File: src/rtl/pc_sequencer.sv
// pc_sequencer: fetch program-counter controller for cpu_32.
// Chooses each cycle between sequential PC+4, conditional branch, J-type jump
// and register jump. Optional macro PC_DELAY_SLOT_EN selects MIPS delay-slot
// sequencing (SEQ/SLOT FSM); without it a taken request redirects immediately
// and raises flush so the decoder can squash the instruction at pc.
module pc_sequencer #(
  parameter logic [31:0] RESET_PC = 32'h0000_0000
) (
  input  logic        clk,
  input  logic        rst_n,
  input  logic        stall,
  input  logic        br_valid,
  input  logic        br_taken,
  input  logic [15:0] br_imm,
  input  logic        j_valid,
  input  logic [25:0] j_target,
  input  logic        jr_valid,
  input  logic [31:0] jr_addr,
  output logic [31:0] pc,
  output logic [31:0] pc_plus4,
  output logic        redirect,
  output logic        flush,
  output logic        misalign_err
);

  logic [31:0] pc_q, pc_d;
  logic        redirect_q, redirect_d;
  logic        misalign_q, misalign_d;

  logic [31:0] br_tgt, j_tgt, jr_tgt, req_tgt;
  logic        req_taken;

`ifdef PC_DELAY_SLOT_EN
  typedef enum logic {SEQ = 1'b0, SLOT = 1'b1} state_e;
  state_e      state_q, state_d;
  logic [31:0] target_q, target_d;
`endif

  assign pc           = pc_q;
  assign pc_plus4     = pc_q + 32'd4;
  assign redirect     = redirect_q;
  assign misalign_err = misalign_q;

  // Candidate targets and priority select: jr > j > taken branch.
  always_comb begin
    br_tgt    = pc_plus4 + {{14{br_imm[15]}}, br_imm, 2'b00};
    j_tgt     = {pc_plus4[31:28], j_target, 2'b00};
    jr_tgt    = {jr_addr[31:2], 2'b00};
    req_taken = jr_valid | j_valid | (br_valid & br_taken);
    if (jr_valid)     req_tgt = jr_tgt;
    else if (j_valid) req_tgt = j_tgt;
    else              req_tgt = br_tgt;
  end

`ifdef PC_DELAY_SLOT_EN
  // Next-state logic: SEQ accepts requests, SLOT fetches the delay slot then jumps.
  always_comb begin
    pc_d       = pc_q;
    state_d    = state_q;
    target_d   = target_q;
    redirect_d = 1'b0;
    misalign_d = misalign_q;
    flush      = 1'b0;
    if (!stall) begin
      case (state_q)
        SEQ: begin
          pc_d = pc_plus4;
          if (req_taken) begin
            target_d = req_tgt;
            state_d  = SLOT;
            if (jr_valid && (jr_addr[1:0] != 2'b00)) misalign_d = 1'b1;
          end
        end
        SLOT: begin
          pc_d       = target_q;
          redirect_d = 1'b1;
          state_d    = SEQ;
        end
        default: state_d = SEQ;
      endcase
    end
  end

  // State register with synchronous active-low reset.
  always_ff @(posedge clk) begin
    if (!rst_n) begin
      pc_q       <= RESET_PC;
      state_q    <= SEQ;
      target_q   <= 32'h0;
      redirect_q <= 1'b0;
      misalign_q <= 1'b0;
    end else begin
      pc_q       <= pc_d;
      state_q    <= state_d;
      target_q   <= target_d;
      redirect_q <= redirect_d;
      misalign_q <= misalign_d;
    end
  end
`else
  // Next-state logic: a taken request loads pc directly and squashes the current instruction.
  always_comb begin
    pc_d       = pc_q;
    redirect_d = 1'b0;
    misalign_d = misalign_q;
    flush      = 1'b0;
    if (!stall) begin
      if (req_taken) begin
        pc_d       = req_tgt;
        redirect_d = 1'b1;
        flush      = 1'b1;
        if (jr_valid && (jr_addr[1:0] != 2'b00)) misalign_d = 1'b1;
      end else begin
        pc_d = pc_plus4;
      end
    end
  end

  // State register with synchronous active-low reset.
  always_ff @(posedge clk) begin
    if (!rst_n) begin
      pc_q       <= RESET_PC;
      redirect_q <= 1'b0;
      misalign_q <= 1'b0;
    end else begin
      pc_q       <= pc_d;
      redirect_q <= redirect_d;
      misalign_q <= misalign_d;
    end
  end
`endif

endmodule

File: config.mk
export PLATFORM = sky130hd
export DESIGN_NAME = pc_sequencer
export DESIGN_NICKNAME = d
export VERILOG_FILES = /design/src/rtl/pc_sequencer.sv
export SDC_FILE = /design/constraint.sdc
export NUM_CORES = 1
export LEC_CHECK = 0
export BUFFER_PORTS_ARGS = -buffer_cell sky130_fd_sc_hd__buf_2
export CAP_MARGIN = 25
export CORE_MARGIN = 5
export CORE_UTILIZATION = 50
export DETAILED_ROUTE_END_ITERATION = 8
export PLACE_DENSITY = 0.78
export SLEW_MARGIN = 10
export SYNTH_ARGS = -nofsm -noshare
export SYNTH_HDL_FRONTEND = slang
export SYNTH_SLANG_ARGS = --single-unit
File: constraint.sdc
create_clock -name clk -period 5.17 [get_ports clk]
set_input_delay 0.517 -clock clk [delete_from_list [all_inputs] [get_ports clk]]
set_output_delay 0.517 -clock clk [all_outputs]
set_load 0.005 [all_outputs]
## Word level (Yosys, flattened, before mapping)

Index checks and enable logic that the tools add are counted.

- Register bits: 34
- Latch bits: 0
- RAM bits: 0
- Memory bits (read-only): 0
- Bits of input ports: 81
- Output and inout port bits: 67
- Word-level logic and storage cells: 17
- Memories: 0

- Add/sub/neg operators: 2
- $mul: 0
- Div/mod/pow operators: 0
- Magnitude comparators: 0
- Eq/ne operators: 0
- Shift operators: 0
- Mux-type cells: 5
- Bitwise gates (word level): 4
- Reduce and logical (&&, ||, !) cells: 3

Operator list:

| kind | number |
|---|---|
| two-way mux 32 bit | 3 |
| adder 32 x 3 -> 32 bit, second input constant | 1 |
| adder 32 bit | 1 |
| AND reduction 3 bit | 1 |
| two-way mux 1 bit | 2 |
| bitwise OR 1 bit | 2 |
| nonzero test 2 bit | 1 |
| AND 1 bit | 1 |
| logical AND 1 bit | 1 |
| inverter 1 bit | 1 |

## Depth between registers and ports, before layout

Gate-level depths: netlist (run 1).

- Word-level depth: 5
- Gate-level depth with buffers: 20
- Mapped depth without buffers: 18

## Least setup slack after synthesis (run 1)

Ideal clock, no wire load.

- Path kind: register to register
- From: register pc_q[2] (netlist: pc[2])
- To: register pc_q[28] (netlist: pc[28])
- Library setup time: 0.070 ns
- Arrival time: 3.909 ns
- Data required time: 5.100 ns
- Slack: 1.191 ns
- Cell stages (with the launch flop): 20
- Buffers on the path: 2
- Period minus slack after synthesis: 3.979 ns
- Cells stage by stage: dfxtp_1 > ha_1 > and3_1 > buf_2 > and3_1 > nand3_1 > nor2_1 > nand2_1 > xnor2_1 > ha_1 > clkbuf_1 > a21o_1 > a21o_1 > nor3_1 > a21oi_2 > a31o_2 > a211oi_1 > xor2_1 > a2111o_1 > a21boi_1

- Longest elaborated chain between the ends: 5

Ends and longest elaborated chain:

| item | line | RTL |
|---|---|---|
| start: declaration | 26 | `logic [31:0] pc_q, pc_d;` |
| start signal: assignment | 126 | `pc_q <= pc_d;` |
| adder 32 x 3 -> 32 bit | 40 | `assign pc_plus4 = pc_q + 32'd4;` |
| net pc_plus4[16] | 20 | `output logic [31:0] pc_plus4,` |
| adder 32 bit | 46 | `br_tgt = pc_plus4 + {{14{br_imm[15]}}, br_imm, 2'b00};` |
| two-way mux 32 bit | 51 | `else if (j_valid) req_tgt = j_tgt;` |
| two-way mux 32 bit | 50 | `if (jr_valid) req_tgt = jr_tgt;` |
| two-way mux 32 bit | 108 | `if (req_taken) begin` |

The timed path passes the listed nets, and every way through them passes these cells.
A chain may end at the register's enable or synchronous reset.

## Final worst setup path (run 1)

- From: register pc_q[2] (netlist: pc[2])
- To: register pc_q[25] (netlist: pc[25])

- Longest elaborated chain between the ends: 5

Ends and longest elaborated chain:

| item | line |
|---|---|
| adder 32 x 3 -> 32 bit * | 40 |
| adder 32 bit | 46 |
| two-way mux 32 bit | 51 |
| two-way mux 32 bit | 50 |
| two-way mux 32 bit * | 108 |

Every way passes the cells marked *; elsewhere a longest branch is shown, timed or not.

==> results by stage, run 1 <==
Floorplanning:
- The count of pins on the block boundary is 148.
- In this run the standard cell core region covers 0.00822 mm².
- The die footprint is between 0.01 and 0.015 mm².
- The die is 102 µm tall.
- The initial utilization of the core area, before any placement, comes to 0.515.
- After floorplanning, the core was divided into 33 placement rows.
- The die is just over 100 µm wide.

Global routing:
- For met2 alone, demand over resource in global routing was 0.489.
- The met3 layer usage reported by global route is 0.0532.
- Across every metal layer, demand over resource in global routing totals 0.292.
- The routing layer with the top usage in global route is met2.
- The first global-routing pass estimated 24300 µm of wire.
- The number of global-route vias before repair came to 4938.
- Entering global routing, the biggest net connects 42 pins.
- The routing usage on met1 is 0.376.
- The number of antenna violations at the first check in global routing is 1.
- Global routing finished with a remaining overflow of 0.

STA:
- The worst clock skew is 0.00987 ns.
- In the finished design, the share of the clock period the worst path needs comes to 0.861.
- After layout, the minimum clock period comes to about 4.5 ns.
- The worst slew margin relative to its limit is 0.439.
- The number of endpoints failing setup at the final stage is 0.
- The final number of max-transition violations was 0.
- The number of failing hold endpoints at the final stage is 0.
- On the final layout, the worst hold slack is 0.476 ns.
- The worst path meets setup with 0.719 ns of slack.
- The accumulated negative setup slack is 0 ns.
- The transition time of the tightest slew-check pin is between 0.8 and 0.9 ns.
- The achievable frequency is 0.225 GHz.
- Setup repair after global routing left no endpoint under its margin.

Drt:
- In the routed design, unresolved DRC markers number 0.
- The wire length reported by the detailed router is 15600 µm.
- The detail route stage leaves a number of antenna-violating nets equal to 0.
- For this block, the via count after detailed routing is 5149.
- The wire length per cell is 19.0 µm.
- The first detailed-routing pass took 7 iterations.
- The via-per-instance ratio is 6.27.
- The count of routing violations after the opening detailed-route iteration is 398.

Layout:
- The final cell count without fillers is 821.
- The post-route core utilization is 0.612.
- The share of cells above drive strength 1 is 0.233.
- The final design area excluding fillers is 0.00503 mm².
- The number of nets at the end of the flow is between 800 and 900.
- The number of inserted diodes is 0.
- From synthesis to final layout, the design area changed by 18.9%.

Power:
- Power spread over the standard cell area amounts to 187 mW/mm².
- The leakage power is approximately 2.5 nW.
- The post-layout total power is around 0.94 mW.
- The peak supply drop is between 0.00009 and 0.0001 V.

Placement:
- The count of buffers inserted at the top-level ports is 143.
- Detailed placement ended at an HPWL of approximately 12000 µm.
- Once placement finished, the instance area stood at 0.00496 mm².
- Prior to clock tree synthesis, the placed netlist has a worst setup slack of 0.853 ns.
- Counting tap cells, the placed design contains a total of 816 instances.
- At the end of routability-driven placement, the weighted congestion stood at 0.986.

Setup path:
- The sort of element at the start of the critical path is a flop.
- The classification of the worst setup path is flop to flop.
- The worst register-to-register path begins at pc[2]$_SDFFE_PN0N_.
- For the worst setup path, the data required time is 5.31 ns.
- At the worst endpoint, the arrival time is 4.59 ns.
- The sort of element at the end of the critical path is a flop.
- Tracing the worst setup path back leads to its startpoint at pc[2]$_SDFFE_PN0N_.
- The maximum net fanout on the critical path is 8.

Hold path:
- The source of the worst hold timing path is misalign_err$_SDFFE_PN0P_.
- The kind of path behind the tightest hold check is flop to flop.

Clock tree:
- The number of clock buffers added by TritonCTS is 5.
- The later pin in the worst-skew pair is clocked with a latency of 0.30 ns.
- TritonCTS built the clock tree.
- Buffers inserted to repair hold after CTS numbered 0.
- The clock sink count is 32.
- Post-CTS repair changed the size of 0 cells.
- After clock tree synthesis, the clock-pin slew on the worst setup and hold paths is around 0.07 ns.
- In this run the number of H-tree levels came out at 2.
- The post-CTS setup buffer count is 0.
- The clock passes through at most 2 buffers.
- In this run the clock root is driven by a sky130_fd_sc_hd__clkbuf_8.

Logic synthesis:
- The cell area after technology mapping is around 0.0042 mm².
- The number of distinct standard cells referenced by the synthesized netlist is 74.
- Among all flip-flop cells after synthesis, the most frequent one is sky130_fd_sc_hd__dfxtp_1.
- In this run the mean area of a mapped cell was 7.11 µm².
- The number of synthesized register bits is 32.
- In the synthesized netlist the async set-or-reset flop fraction comes to 0.
- The sequential-to-total area share from yosys stat is 0.151.
- The total number of yosys warnings is 0.
- Synthesis handed over a netlist of ~600 instances.
- The number of enable flip-flop cells after synthesis is 0.

Outcome:
- The flow ran to the end, and the final reports show no timing, DRC or antenna violations.

Flow run:
- The count of max-cap constraint violations is 0.
[worst max-delay path, stage by stage (launching register included)]
cell	delay [ns]
sky130_fd_sc_hd__dfxtp_1	0.42
sky130_fd_sc_hd__ha_1	0.25
sky130_fd_sc_hd__and3_1	0.28
sky130_fd_sc_hd__and3_1	0.22
sky130_fd_sc_hd__nand3_1	0.18
sky130_fd_sc_hd__nor2_1	0.30
sky130_fd_sc_hd__nand2_1	0.15
sky130_fd_sc_hd__xnor2_1	0.22
sky130_fd_sc_hd__ha_1	0.35
sky130_fd_sc_hd__a211oi_1	0.27
sky130_fd_sc_hd__o211ai_1	0.15
sky130_fd_sc_hd__o2111ai_1	0.15
sky130_fd_sc_hd__and3_1	0.22
sky130_fd_sc_hd__a21oi_2	0.12
sky130_fd_sc_hd__a221oi_2	0.27
sky130_fd_sc_hd__xor2_1	0.19
sky130_fd_sc_hd__o21ai_1	0.07
sky130_fd_sc_hd__a2111oi_0	0.40
sky130_fd_sc_hd__a211oi_1	0.08
[layer usage]
metal,wire [µm],vias up
met5,13,-
met4,430,2
met3,1730,34
met2,7110,296
met1,6350,2374
li1,-,2443
[area by class of cell]
cell class	count	area [µm²]
Inverter	16	60.1
Sequential cell	32	641
Tap cell	105	131
Clock buffer	5	68.8
Multi-Input combinational cell	516	3380
Fill cell	817	3190
Timing Repair Buffer	147	746
[power breakdown]
group          leakage (nW)  total (mW)  switching [mW]  internal [mW]
registers             0.264       0.298          0.0323          0.266
clock network        0.0359       0.191           0.104         0.0871
logic                  2.16       0.454           0.258          0.196
[cells in the mapped netlist, drive strengths merged (2+ instances only)]
cell | n | area share
nand2b | 6 | 0.0089
a221o | 3 | 0.0071
a21boi | 3 | 0.0053
nand4 | 8 | 0.015
and3 | 14 | 0.021
inv | 15 | 0.013
nor3 | 22 | 0.026
nor4 | 4 | 0.0059
a21o | 22 | 0.039
mux2i | 5 | 0.012
a21oi | 55 | 0.067
dfxtp | 32 | 0.15
a221oi | 6 | 0.014
xor2 | 19 | 0.041
nor2 | 59 | 0.055
o21a | 7 | 0.012
nor3b | 3 | 0.0065
nor2b | 7 | 0.010
o2111ai | 2 | 0.0041
ha | 36 | 0.11
o311ai | 3 | 0.0062
o22ai | 6 | 0.0089
and2 | 7 | 0.011
a31oi | 11 | 0.016
a2111oi | 2 | 0.0041
clkbuf | 23 | 0.020
a22oi | 9 | 0.017
xnor2 | 28 | 0.058
o21bai | 2 | 0.0035
a211oi | 9 | 0.016
nand2 | 54 | 0.048
buf | 11 | 0.017
o21ai | 47 | 0.056
nand3 | 18 | 0.022
o211ai | 11 | 0.020
o31ai | 4 | 0.0071
[worst paths after layout]
kind,to,slack (ns),cells past startpoint
max,pc[25]$_SDFFE_PN0N_,0.72,18
min,misalign_err$_SDFFE_PN0P_,0.48,1
max reg2reg,pc[25]$_SDFFE_PN0N_,0.72,18
min reg2reg,misalign_err$_SDFFE_PN0P_,0.48,1
[sequential cells by signal, indices dropped and copies added (netlist names)]
signal	count
misalign_err	1
redirect	1
pc	30
[cells in the final DEF (no fill, tap or decap), types with 6 or more instances in the layout]
cell type	synthesis	final
sky130_fd_sc_hd__o22ai_1	6	6
sky130_fd_sc_hd__nand2_1	54	54
sky130_fd_sc_hd__and3_1	14	14
sky130_fd_sc_hd__o21a_1	7	7
sky130_fd_sc_hd__a211oi_1	9	9
sky130_fd_sc_hd__nand4_1	7	7
sky130_fd_sc_hd__nand3_1	17	17
sky130_fd_sc_hd__inv_1	14	14
sky130_fd_sc_hd__a31oi_1	11	11
sky130_fd_sc_hd__a21oi_1	53	53
sky130_fd_sc_hd__a21o_1	22	22
sky130_fd_sc_hd__a22oi_1	8	8
sky130_fd_sc_hd__and2_1	6	6
sky130_fd_sc_hd__buf_2	3	143
sky130_fd_sc_hd__o21ai_0	42	42
sky130_fd_sc_hd__ha_1	36	36
sky130_fd_sc_hd__nand2b_1	6	6
sky130_fd_sc_hd__dfxtp_1	32	32
sky130_fd_sc_hd__nor2_1	56	56
sky130_fd_sc_hd__nor3_1	22	22
sky130_fd_sc_hd__xnor2_1	28	28
sky130_fd_sc_hd__nor2b_1	7	7
sky130_fd_sc_hd__xor2_1	18	18
sky130_fd_sc_hd__o211ai_1	11	11
[kinds of logic after synthesis]
family                     after synthesis  share of synthesized area
muxes                                    5                     0.0118
buffers and inverters                   50                     0.0515
xor gates and xnor gates                47                     0.0991
and+or+nand+nor                        208                      0.242
AOI/OAI and AO/OA                      215                      0.332
DFF                                     32                      0.151
adders and majority gates               37                      0.111
other                                    1                   0.000886
No activity file was read; power rests on OpenSTA's default activity.
==> inputs of run 2 (changes only) <==
Settings changed: MAX_ROUTING_LAYER set to met4.
==> run 2 against run 1 <==
Against the previous run:
- clock power rose by 14%
- fmax increased by 1.6%
- die area unchanged
- wire length rose by 1.3%
- hold slack worse by 0.0038 ns
- critical endpoint is now pc[31]$_SDFFE_PN0N_
- utilization is 0.20 points higher
- non-clock buffer count is 1 lower
- design area increased by 0.32%
- first-iteration DRC count grew 2.3%
- sequential share of layout area hardly changed
==> results by stage, run 2 (synthesis gave the netlist of run 1 again) <==
Outcome:
- The flow ran to the end, and the final reports show no timing, DRC or antenna violations.

Placement:
- The detailed placer's ending HPWL was 11800 µm (+0.78%).
- The count of buffers inserted at the top-level ports is 143 (unchanged).
- The worst setup slack before clock tree synthesis is 0.850 ns (-0.00297 ns).
- The weighted congestion at the end of routability-driven global placement is 0.996 (+1.1%).
- The placed instance area came to 0.00495 mm² (-0.15%).

Global routing:
- The leftover overflow at the end of global routing came to 0 (unchanged).
- The number of global-route vias before repair is 4888 (-1.0%).
- The global router's overall resource usage is 0.307 (+0.0149).
- The pin count of the biggest net entering global routing came to 42 (unchanged).
- The number of antenna violations at the first check in global routing is 1 (unchanged).
- The wire length of the first global-routing pass was 24700 µm (+1.6%).

Clock tree:
- The TritonCTS clock tree is built.
- The deepest level of the CTS H-tree is 2 (unchanged).
- The number of buffers inserted for hold repair after clock tree synthesis is 0 (unchanged).
- CTS placed an instance of sky130_fd_sc_hd__clkbuf_8 at the clock tree root.
- The number of buffers on the longest clock path is 2 (unchanged).
- The post-CTS setup buffer count came to 0 (unchanged).
- The clock-pin transition on the worst setup and hold timing paths is 0.08 ns (about the same).
- The clock sink count is 32 (unchanged).
- The total of cells resized after clock tree synthesis was 0 (unchanged).
- The clock latency of the later-clocked register in the worst-skew pair is 0.29 ns (about the same).
- The number of clock buffers inserted by TritonCTS is 5 (unchanged).

Layout:
- The share of cells above drive strength 1 was 0.233 (-0.000650).
- In the layout the commonest cells are 143 x sky130_fd_sc_hd__buf_2, 56 x sky130_fd_sc_hd__nor2_1, 54 x sky130_fd_sc_hd__nand2_1, 53 x sky130_fd_sc_hd__a21oi_1, 42 x sky130_fd_sc_hd__o21ai_0.
- The post-route core utilization was 0.614 (+0.00198).
- The library cell used most frequently in the layout, excluding fill and tap cells, is sky130_fd_sc_hd__buf_2.
- The final design area excluding fillers is 0.00505 mm² (+0.32%).
- The post-synthesis to final-layout area growth is 19.3%.
- The number of nets at the end of the flow is 835 (-0.12%).
- The number of flip-flops in the largest register is 30 (unchanged).

Setup path:
- The classification of the worst setup path is flop to flop.
- The critical path arrival is 4.63 ns (+0.04 ns).
- The maximum net fanout on the critical path is 8 (unchanged).
- The worst setup path is launched from a flop.
- STA classifies the critical path endpoint as a flop.
- The required time at the worst-slack endpoint is 5.41 ns (+0.10 ns).

STA:
- The shortest period the worst path allows came to 4.38 ns (-0.0707 ns).
- The number of endpoints failing setup at the final stage is 0 (unchanged).
- The accumulated negative setup slack is 0 ns (unchanged).
- The transition time of the tightest slew-check pin came to 0.869 ns (+0.0282 ns).
- The worst clock skew is 0.00569 ns (-0.00419 ns).
- The final number of max-transition violations is 0 (unchanged).
- Setup repair after global routing left no endpoint under its margin.
- The worst slew margin relative to its limit is 0.421 (-0.0188).
- The post-route fraction of the period consumed by the critical path came to 0.847 (-0.0137).
- The final setup slack of the worst path was 0.789 ns (+0.0707 ns).
- The achievable frequency is 0.228 GHz (+1.6%).
- The number of failing hold endpoints at the final stage was 0 (unchanged).

Floorplanning:
- The die width came to 102 µm (unchanged).
- The starting density of the core was 0.515 (unchanged).
- The count of pins on the block boundary is 148 (unchanged).
- The height of the chip is 102 µm (unchanged).
- The core box area is 0.00822 mm² (unchanged).
- The die footprint is 0.0104 mm² (unchanged).
- The cell row count is 33 (unchanged).

Drt:
- The number of routed nets with antenna violations is 0 (unchanged).
- The wire length reported by the detailed router is 15800 µm (+1.3%).
- The final routed DRC violation total is 0 (unchanged).
- The via count came to 5136 (-0.25%).
- The count of routing violations after the opening detailed-route iteration was 407 (+2.3%).
- The number of search-and-repair iterations in the first detailed-routing pass was 5 (-2).
- The wire length per cell is 19.2 µm (+0.88%).
- The via-per-instance ratio is 6.23 (-0.62%).

Hold path:
- The kind of path behind the tightest hold check is flop to flop.

Power:
- The peak supply drop was 0.0000904 V (-9.5%).
- The leakage power is 2.47 nW (+0.18%).
- The power density over the cells came to 193 mW/mm² (+2.9%).

Flow run:
- The count of max-cap constraint violations is 0 (unchanged).
run 2: changes by cell type in the layout (fill, tap and decap cells not counted), sizes merged:
cell / change
clkbuf: +3
diode: +1
buf: -1
run 2: final cells by class:
class	instances	area, µm²
Inverter	16	60.1
Antenna cell	1	2.50
Sequential cell	32	641
Clock buffer	8	90.1
Timing Repair Buffer	146	738
Tap cell	105	131
Fill cell	800	3170
Multi-Input combinational cell	516	3380
run 2: final timing paths:
kind              cells past startpoint                         to                 startpoint  slack, ns
setup reg to reg                     17        pc[31]$_SDFFE_PN0N_         pc[2]$_SDFFE_PN0N_       0.79
setup / recovery                     17        pc[31]$_SDFFE_PN0N_         pc[2]$_SDFFE_PN0N_       0.79
hold reg to reg                       1  misalign_err$_SDFFE_PN0P_  misalign_err$_SDFFE_PN0P_       0.47
hold / removal                        1  misalign_err$_SDFFE_PN0P_  misalign_err$_SDFFE_PN0P_       0.47
run 2: power by group:
| group | switching [mW] | internal, mW | leakage, nW |
|---|---|---|---|
| clock network | 0.109 | 0.109 | 0.0455 |
| registers | 0.0313 | 0.266 | 0.264 |
| logic | 0.262 | 0.195 | 2.16 |
run 2: layer usage:
| metal | track usage | vias to the layer above | share of wire |
|---|---|---|---|
| met2 | 0.507 | 333 | 0.47 |
| met4 | 0.0928 | 0 | 0.022 |
| met5 | - | - | 0 |
| met3 | 0.0505 | 29 | 0.11 |
| li1 | - | 2442 | - |
| met1 | 0.384 | 2332 | 0.40 |
run 2: worst max-delay path: stages (launching register included):
cell,delay [ns]
sky130_fd_sc_hd__dfxtp_1,0.42
sky130_fd_sc_hd__ha_1,0.25
sky130_fd_sc_hd__and3_1,0.27
sky130_fd_sc_hd__and3_1,0.23
sky130_fd_sc_hd__nand3_1,0.17
sky130_fd_sc_hd__nor3_1,0.46
sky130_fd_sc_hd__nand4_1,0.19
sky130_fd_sc_hd__xnor2_1,0.27
sky130_fd_sc_hd__ha_1,0.38
sky130_fd_sc_hd__nor2b_1,0.18
sky130_fd_sc_hd__o211ai_1,0.18
sky130_fd_sc_hd__nand3_1,0.16
sky130_fd_sc_hd__a221o_1,0.35
sky130_fd_sc_hd__a31oi_1,0.22
sky130_fd_sc_hd__nand3_1,0.11
sky130_fd_sc_hd__o311ai_1,0.13
sky130_fd_sc_hd__mux2i_1,0.22
sky130_fd_sc_hd__o21a_1,0.13
run 2: per-stage QoR:
step                      power, mW  hold slack [ns]  std cells
after floorplan               0.598            0.464        598
after global placement        0.740            0.447        815
after detailed placement      0.747            0.449        815
after CTS                     0.962            0.476        823
after global routing           1.03            0.492        824
final                         0.973            0.472        824
==> inputs of run 3 (changes only) <==
Clock period 5.17 ns to 4.4 ns, I/O delays scaled along.
==> run 3 against run 2 <==
Against the previous run:
- first-iteration DRC count rose by 0.98%
- count of clock-buffer cells in the layout did not move
- final cell count rose by 0.49%
- sequential share of layout area fell by 0.25 points
- utilization rose by 1.4 points
- critical path depth rose by 1
- clock power rose by 19%
- fmax rose by 5.5%
- wire length rose by 1.5%
- hold slack got worse by 0.065 ns
- critical path type unchanged
- highest routed layer unchanged
- worst setup slack got worse by 0.54 ns
- sequential power rose by 17%
==> results by stage, run 3 (synthesis gave the netlist of run 1 again) <==
Power:
- The leakage power came to 2.51 nW (+1.9%).
- The power density over the cells is 225 mW/mm² (+17%).
- The peak supply drop is 0.000123 V (+36%).

Global routing:
- The number of antenna violations at the first check in global routing was 1 (unchanged).
- The global router's overall resource usage is 0.307 (about the same).
- The leftover overflow at the end of global routing came to 0 (unchanged).
- The wire length of the first global-routing pass was 24800 µm (+0.42%).
- The number of global-route vias before repair is 5077 (+3.9%).
- The pin count of the biggest net entering global routing came to 42 (unchanged).

STA:
- The final number of max-transition violations came to 0 (unchanged).
- The shortest period the worst path allows is 4.15 ns (-0.226 ns).
- The final setup slack of the worst path was 0.246 ns (-0.544 ns).
- The worst clock skew came to 0.00264 ns (-0.00305 ns).
- The number of failing hold endpoints at the final stage is 0 (unchanged).
- The number of endpoints failing setup at the final stage is 0 (unchanged).
- The transition time of the tightest slew-check pin was 0.868 ns (-0.00141 ns).
- The achievable frequency came to 0.241 GHz (+5.5%).
- The post-route fraction of the period consumed by the critical path is 0.944 (+0.0968).
- The worst slew margin relative to its limit is 0.419 (-0.00120).

Drt:
- The final routed DRC violation total is 0 (unchanged).
- The via count is 5185 (+0.95%).
- The via-per-instance ratio came to 6.26 (+0.47%).
- The number of search-and-repair iterations in the first detailed-routing pass was 5 (unchanged).
- The wire length per cell is 19.4 µm (+1.0%).
- The wire length reported by the detailed router is 16100 µm (+1.5%).
- The count of routing violations after the opening detailed-route iteration is 411 (+0.98%).
- The number of routed nets with antenna violations is 0 (unchanged).

Clock tree:
- The number of clock buffers inserted by TritonCTS is 5 (unchanged).
- The master cell of the clock root buffer is sky130_fd_sc_hd__clkbuf_8.
- The number of buffers on the longest clock path is 2 (unchanged).
- The clock-pin transition on the worst setup and hold timing paths is 0.08 ns (about the same).
- The number of buffers inserted for hold repair after clock tree synthesis is 0 (unchanged).
- The TritonCTS clock tree is built.
- The clock sink count came to 32 (unchanged).
- The deepest level of the CTS H-tree is 2 (unchanged).
- The clock latency of the later-clocked register in the worst-skew pair is 0.29 ns (about the same).

Flow run:
- The count of max-cap constraint violations is 0 (unchanged).

Placement:
- The weighted congestion at the end of routability-driven global placement came to 0.968 (-2.8%).
- The worst setup slack before clock tree synthesis came to 0.0989 ns (-0.751 ns).
- The number of cells after detailed placement is 819 (+0.49%).
- The placed instance area is 0.00498 mm² (+0.61%).
- The detailed placer's ending HPWL is 12100 µm (+2.5%).
- The count of buffers inserted at the top-level ports is 143 (unchanged).

Setup path:
- The required time at the worst-slack endpoint is 4.62 ns (-0.79 ns).
- The sort of element at the end of the critical path is a flop.
- The maximum net fanout on the critical path is 5 (-3).
- The sort of element at the start of the critical path is a flop.
- The classification of the worst setup path is flop to flop.
- The critical path arrival was 4.38 ns (-0.25 ns).

Layout:
- The post-route core utilization came to 0.628 (+0.0136).
- The post-synthesis to final-layout area growth is 21.9%.
- The number of nets at the end of the flow is 839 (+0.48%).
- The final design area excluding fillers came to 0.00516 mm² (+2.2%).
- The share of cells above drive strength 1 is 0.260 (+0.0278).
- The final-layout fill cell count came to 785 (-1.9%).
- The number of flip-flops in the largest register is 30 (unchanged).
- Leaving out fill and tap cells, the most frequent cell in the layout is sky130_fd_sc_hd__buf_2.
- The final cell count without fillers is 828 (+0.49%).
- The top cell types in the final layout, fill and taps aside, are 143 x sky130_fd_sc_hd__buf_2, 55 x sky130_fd_sc_hd__nor2_1, 54 x sky130_fd_sc_hd__nand2_1, 53 x sky130_fd_sc_hd__a21oi_1, 42 x sky130_fd_sc_hd__o21ai_0.

Hold path:
- The kind of path behind the tightest hold check is primary input to flop.

Floorplanning:
- The cell row count came to 33 (unchanged).
- The count of pins on the block boundary came to 148 (unchanged).
- The die width came to 102 µm (unchanged).
- The height of the chip is 102 µm (unchanged).
- The die footprint was 0.0104 mm² (unchanged).
- The starting density of the core is 0.515 (unchanged).
- The core box area is 0.00822 mm² (unchanged).

Outcome:
- The run finished with clean final reports.
## run 3: repair_timing
item	4_1_cts	5_1_grt
endpoints found under the setup margin	0	8
buffers inserted	0	0
resized for setup	0	20
## run 3: path summary, 6_finish.rpt
| check | start | slack, ns | to | cells after the start |
|---|---|---|---|---|
| setup / recovery | pc[3]$_SDFFE_PN0N_ | 0.25 | pc[28]$_SDFFE_PN0N_ | 18 |
| hold / removal | jr_addr[15] | 0.41 | pc[15]$_SDFFE_PN0N_ | 3 |
| setup reg to reg | pc[3]$_SDFFE_PN0N_ | 0.25 | pc[28]$_SDFFE_PN0N_ | 18 |
| hold reg to reg | misalign_err$_SDFFE_PN0P_ | 0.49 | misalign_err$_SDFFE_PN0P_ | 1 |
## run 3: report_power, final
| group | internal [mW] | switching (mW) |
|---|---|---|
| Clock | 0.128 | 0.130 |
| Sequential | 0.313 | 0.0351 |
| Combinational | 0.237 | 0.316 |
| Total | 0.677 | 0.482 |
## run 3: final cells by class
class                   count  area (µm²)  area share
diodes                      1        2.50    0.000485
clock buffers               8        90.1      0.0175
inverters                  16        60.1      0.0116
multi-input cells         516        3460       0.672
flip-flops and latches     32         642       0.124
well taps                 105         131      0.0255
repair buffers            150         768       0.149
## run 3: routing by layer
layer | wire (µm) | vias up | track usage | share of wire
met5 | 0 | - | - | 0
met2 | 7540 | 284 | 0.516 | 0.47
li1 | - | 2450 | - | -
met4 | 511 | 0 | 0.112 | 0.032
met3 | 1490 | 40 | 0.0437 | 0.093
met1 | 6530 | 2411 | 0.372 | 0.41
## run 3: critical path, cell delays in order, from the launching register on
cell                       delay, ns
sky130_fd_sc_hd__dfxtp_1        0.40
sky130_fd_sc_hd__ha_2           0.24
sky130_fd_sc_hd__and3_2         0.25
sky130_fd_sc_hd__and3_1         0.23
sky130_fd_sc_hd__nand3_2        0.16
sky130_fd_sc_hd__nor2_2         0.20
sky130_fd_sc_hd__nand2_1        0.09
sky130_fd_sc_hd__xnor2_1        0.17
sky130_fd_sc_hd__ha_1           0.25
sky130_fd_sc_hd__a21o_1         0.18
sky130_fd_sc_hd__a21o_1         0.17
sky130_fd_sc_hd__a21o_1         0.19
sky130_fd_sc_hd__nor3_1         0.19
sky130_fd_sc_hd__a21oi_2        0.14
sky130_fd_sc_hd__a31o_2         0.30
sky130_fd_sc_hd__a211oi_1       0.26
sky130_fd_sc_hd__xor2_1         0.11
sky130_fd_sc_hd__a2111o_1       0.41
sky130_fd_sc_hd__a21boi_1       0.17
## run 3: metrics by stage
step | TNS, ns | total power [mW] | hold WS, ns
6_report | 0 | 1.16 | 0.407
5_1_grt | -0.0184 | 1.23 | 0.417
4_1_cts | 0 | 1.14 | 0.407
3_5_place_dp | 0 | 0.882 | 0.469
3_3_place_gp | 0 | 0.872 | 0.447
2_1_floorplan | 0 | 0.702 | 0.464
